===== config.mk =====
export PLATFORM = sky130hd
export DESIGN_NAME = if_fetch_queue
export DESIGN_NICKNAME = d
export VERILOG_FILES = /design/src/rtl/if_fetch_queue.sv
export SDC_FILE = /design/constraint.sdc
export NUM_CORES = 1
export LEC_CHECK = 0
export CAP_MARGIN = 20
export CORE_MARGIN = 10
export CORE_UTILIZATION = 54
export CTS_BUF_LIST = sky130_fd_sc_hd__clkbuf_4 sky130_fd_sc_hd__clkbuf_8 sky130_fd_sc_hd__clkbuf_16
export CTS_CLUSTER_SIZE = 28
export DETAILED_ROUTE_END_ITERATION = 7
export PLACE_DENSITY = 0.8
export SLEW_MARGIN = 10
export SYNTH_ARGS = -nofsm -noshare
export SYNTH_HDL_FRONTEND = slang
export SYNTH_SLANG_ARGS = --single-unit

===== constraint.sdc =====
create_clock -name clk -period 2.95 [get_ports clk]
set_input_delay 0.885 -clock clk [delete_from_list [all_inputs] [get_ports clk]]
set_output_delay 0.885 -clock clk [all_outputs]
set_load 0.02 [all_outputs]

===== src/rtl/if_fetch_queue.sv =====
// Instruction fetch stage: issues PC reads to a synchronous memory, tags returned words
// with their PC and queues them for decode. Optional counters under FETCH_PERF_EN.
module if_fetch_queue #(
  parameter int ADDR_W = 32,
  parameter int DATA_W = 32,
  parameter int DEPTH  = 4
) (
  input  logic              clk,
  input  logic              rst,
  input  logic [ADDR_W-1:0] pc_in,
  input  logic              branch_true,
  output logic              pc_hold,
  output logic              imem_en,
  output logic [ADDR_W-1:0] imem_addr,
  input  logic [DATA_W-1:0] imem_rdata,
  output logic              inst_valid,
  input  logic              inst_ready,
  output logic [DATA_W-1:0] inst_data,
  output logic [ADDR_W-1:0] inst_pc
`ifdef FETCH_PERF_EN
  ,
  output logic [31:0]       perf_fetched,
  output logic [31:0]       perf_flushed
`endif
);

  localparam int PTR_W = (DEPTH > 1) ? $clog2(DEPTH) : 1;
  localparam int CNT_W = PTR_W + 1;
  localparam int OCC_W = CNT_W + 1;
  localparam logic [OCC_W-1:0] DEPTH_OCC = OCC_W'(DEPTH);

  logic [PTR_W-1:0]  wr_ptr;
  logic [PTR_W-1:0]  rd_ptr;
  logic [CNT_W-1:0]  count;
  logic              vld_p1;
  logic [ADDR_W-1:0] pc_p1;
  logic [DATA_W-1:0] data_mem [DEPTH];
  logic [ADDR_W-1:0] pc_mem   [DEPTH];

  logic [OCC_W-1:0]  occupancy;
  logic              issue;
  logic              push;
  logic              pop;

  // Hold ignores a same-cycle pop so a push can never land on a full queue.
  assign occupancy  = {1'b0, count} + OCC_W'(vld_p1);
  assign pc_hold    = !rst && (occupancy >= DEPTH_OCC);
  assign issue      = !rst && !pc_hold && !branch_true;
  assign imem_en    = issue;
  assign imem_addr  = rst ? '0 : pc_in;

  assign push       = vld_p1 && !branch_true;
  assign inst_valid = (count != '0) && !branch_true;
  assign pop        = inst_valid && inst_ready;
  assign inst_data  = inst_valid ? data_mem[rd_ptr] : '0;
  assign inst_pc    = inst_valid ? pc_mem[rd_ptr]   : '0;

  // Stage p0 -> p1: address issued, word returns from memory during p1.
  always_ff @(posedge clk or posedge rst) begin
    if (rst) begin
      vld_p1 <= 1'b0;
      wr_ptr <= '0;
      rd_ptr <= '0;
      count  <= '0;
    end else if (branch_true) begin
      vld_p1 <= 1'b0;
      wr_ptr <= '0;
      rd_ptr <= '0;
      count  <= '0;
    end else begin
      vld_p1 <= issue;
      if (push) wr_ptr <= wr_ptr + 1'b1;
      if (pop)  rd_ptr <= rd_ptr + 1'b1;
      unique case ({push, pop})
        2'b10:   count <= count + 1'b1;
        2'b01:   count <= count - 1'b1;
        default: count <= count;
      endcase
    end
  end

  // Stage p1 -> queue: tag the returning word with the PC that fetched it.
  always_ff @(posedge clk) begin
    pc_p1 <= pc_in;
    if (push) begin
      data_mem[wr_ptr] <= imem_rdata;
      pc_mem[wr_ptr]   <= pc_p1;
    end
  end

`ifdef FETCH_PERF_EN
  always_ff @(posedge clk or posedge rst) begin
    if (rst) begin
      perf_fetched <= '0;
      perf_flushed <= '0;
    end else begin
      if (push)        perf_fetched <= perf_fetched + 32'd1;
      if (branch_true) perf_flushed <= perf_flushed + 32'(occupancy);
    end
  end
`endif

endmodule


==> impl_results.md <==
* Pre-antenna DRT Iters at 4
* Most frequent cell after synthesis: edfxtp_1
* Final worst slack at -0.1287 ns
* Clk buf depth at 3
* Layout cells sized above 1 at 0.4258
* Maximum vdd drop at 0.0004233 V
* Clk pin slew, worst setup/hold paths at 0.06 ns
* Max-Cap Viols at 0
* Cts bufs inserted at 28
* Syn_area_per_cell at 20.97 sq um
* Gate Count Post-Synth at ~530
* Initial Utilization at 0.5468
* Register area share after synthesis at 0.7732
* Final Max Tran Viols at 0
* Final Non-Filler Cells at ~1100
* Post-Syn Area at approximately 11000 sq um
* Post-Place Worst Slack at -0.5324 ns
* Critical path arrival at 2.19 ns
* Final setup viols at 55
* Initial antenna violation count at 0
* Leakage at 5.314 nW
* DR DRC count at 0
* CTS root buf: clkbuf_16
* DRT Wirelength at ~24 mm
* Run status: complete, but fails checks
* Startpoint Class: flop
* Cell Rows at 52
* Synth area leader: edfxtp_1
* EDFF count, synth at 256
* Total track usage at 0.1791
* # port buffers at 166
* I/O pin total at 167
* Worst Setup Path Type: reg -> out
* Tmin final at 3.079 ns
* Syn_nets at 599
* Main synth FF type: edfxtp_1
* Clk_lat worst skew at 0.53 ns
* Core Region at approximately 20000 sq um
* Largest net degree at the start of global routing at 33
* Detailed Place HPWL at 14.03 mm
* Post-DRT Antenna Nets at 0
* GRT overflow at 0
* Worst EP required at 2.07 ns
* Area delta synth->final at 36.10%
* Netlist cell types at 27
* Crit. End Element: output pin
* First-pass GRT wire length at about 37 mm
* # H-tree levels at 1
* Drt initial violations at 264
* Skew final at approximately 0.012 ns
* Vias at ~5800
* Fraction of registers with async set/reset at 0.02703
* List of most frequent post-synthesis cells: edfxtp_1 (256), and2_1 (68), mux4_2 (64)
* CP max FO at 8
* Full die area at 26540 sq um
* Worst Max-Slew Pin Slew at roughly 0.50 ns
* Dominant cells by area after synthesis: edfxtp_1 (70%), mux4_2 (13%), dfxtp_1 (5.8%)
* CP peak stage delay at 0.52 ns
* CTS tree: built
* Die X at 162.9 um
* WL/cell at 23.26 um
* Worst Hold Class: reg -> reg
* Syn. warnings at 0
* Die Ht at 162.9 um
* Antenna cell count at 0
* Placed Cells at 973
* GPL Wtd Cong at between 0.7 and 0.8
* Slowest cell on crit path: dfrtp_4
* Power density cells at 668.5 nW/um^2
* Drt via density at 5.519
* Period utilization at 1.044
* Clock Sinks at 296
* Number of synthesized register bits at 296
* Vias in the first global route at 6342
* Max-Slew Margin vs Limit at 0.6645
* Final nets at 833
* RSZ-0062 raised after global routing: yes
* Final hold viol count at 0
* Crit path top cell by count: buf_6
* Max Fclk at 324.8 MHz
* Crit path cell chain: buf_8 -> buf_16 -> buf_6 -> mux4_2 -> and2_4 -> buf_6
* Failing checks: negative setup slack
* Post-synth top area share at 0.6970
stage by stage:
| step | instance area, sq um | hold slack [ns] | util | power, mW | setup TNS, ns |
|---|---|---|---|---|---|
| 6_report | 15010 | 0.4800 | 0.7442 | 10.03 | -2.132 |
| 2_1_floorplan | 11030 | 0.4383 | - | 5.365 | 0 |
| 4_1_cts | 14650 | 0.4775 | 0.7261 | 9.926 | -7.246 |
| 5_1_grt | 15010 | 0.4956 | 0.7442 | 10.35 | -5.568 |
| 3_3_place_gp | 13340 | 0.4463 | 0.6616 | 5.841 | -36.13 |
| 3_5_place_dp | 13340 | 0.4644 | 0.6616 | 5.871 | -38.81 |
registers in the layout (all words and copies together) (netlist names):
signal and count:
count 3, vld_p1 1, pc_p1 32, data_mem 128, pc_mem 128, wr_ptr 2
rd_ptr 2
placed cells by master (no fill, tap or decap), types with 8 or more instances in the layout:
cell,n
nor2b_1,33
dfxtp_1,32
nor2_1,8
clkdlybuf4s50_1,66
buf_4,32
dlygate4sd2_1,17
clkbuf_16,30
buf_6,68
mux4_2,64
buf_12,15
and2_4,68
edfxtp_1,256
area by class of cell:
class	instances	area, sq um
inverters	3	11.26
clock buffers	40	845.8
well taps	270	337.8
clock inverters	12	195.2
multi-input cells	201	2530
fillers	1133	5159
flip-flops and latches	296	8539
repair buffers	230	2551
worst max-delay path, delay by kind of cell (launching register included):
family | cells | cell delay (ns)
flip-flops | 1 | 0.52
buffers and inverters | 4 | 0.54
multiplexers | 1 | 0.43
AND/OR/NAND/NOR | 1 | 0.16
power by group:
part           switching, mW  total (mW)  leakage [nW]  internal, mW
Combinational          0.616        1.43          2.11         0.816
Sequential            0.0550        4.69          2.68          4.64
Clock                   1.47        3.91         0.524          2.44
routing by layer:
| layer | part of all wire | track usage |
|---|---|---|
| met1 | 0.40 | 0.2343 |
| met2 | 0.51 | 0.3036 |
| met3 | 0.075 | 0.04323 |
| met4 | 0.014 | 0.03074 |
| met5 | 0 | 0 |
kinds of logic (layout without fill, tap and decap cells):
logic type,after synthesis,after routing,share of synthesized area
AO/OA/AOI/OAI,7,7,0.004425
AND/OR/NAND/NOR,117,117,0.06421
buffers and inverters,29,285,0.01441
flip-flops,296,296,0.7732
multiplexers,67,67,0.1334
XOR/XNOR,5,5,0.003971
adder cells (fa/ha/maj),5,5,0.006353
what timing repair did:
action                                  4_1_cts  5_1_grt
buffers inserted                             11        9
endpoints found under the setup margin       99       96
pin swaps                                     7       32
gates resized for setup                     371      178
hold buffers                                  0        0
cloned                                        7        1
final timing paths:
path	depth (start not counted)	slack [ns]	end	startpoint
setup / recovery	6	-0.13	inst_data[28]	rd_ptr[0]$_DFFE_PP0P_
hold / removal	0	0.48	pc_mem[0][31]$_DFFE_PP_	pc_p1[31]$_DFF_P_
setup reg to reg	8	0.95	count[2]$_DFFE_PP0P_	count[0]$_DFFE_PP0P_
hold reg to reg	0	0.48	pc_mem[0][31]$_DFFE_PP_	pc_p1[31]$_DFF_P_
max in group asynchronous	3	1.84	rd_ptr[1]$_DFFE_PP0P_	rst
min in group asynchronous	3	0.85	wr_ptr[1]$_DFFE_PP0P_	rst
Note: power is estimated with default switching activity, not from simulation.
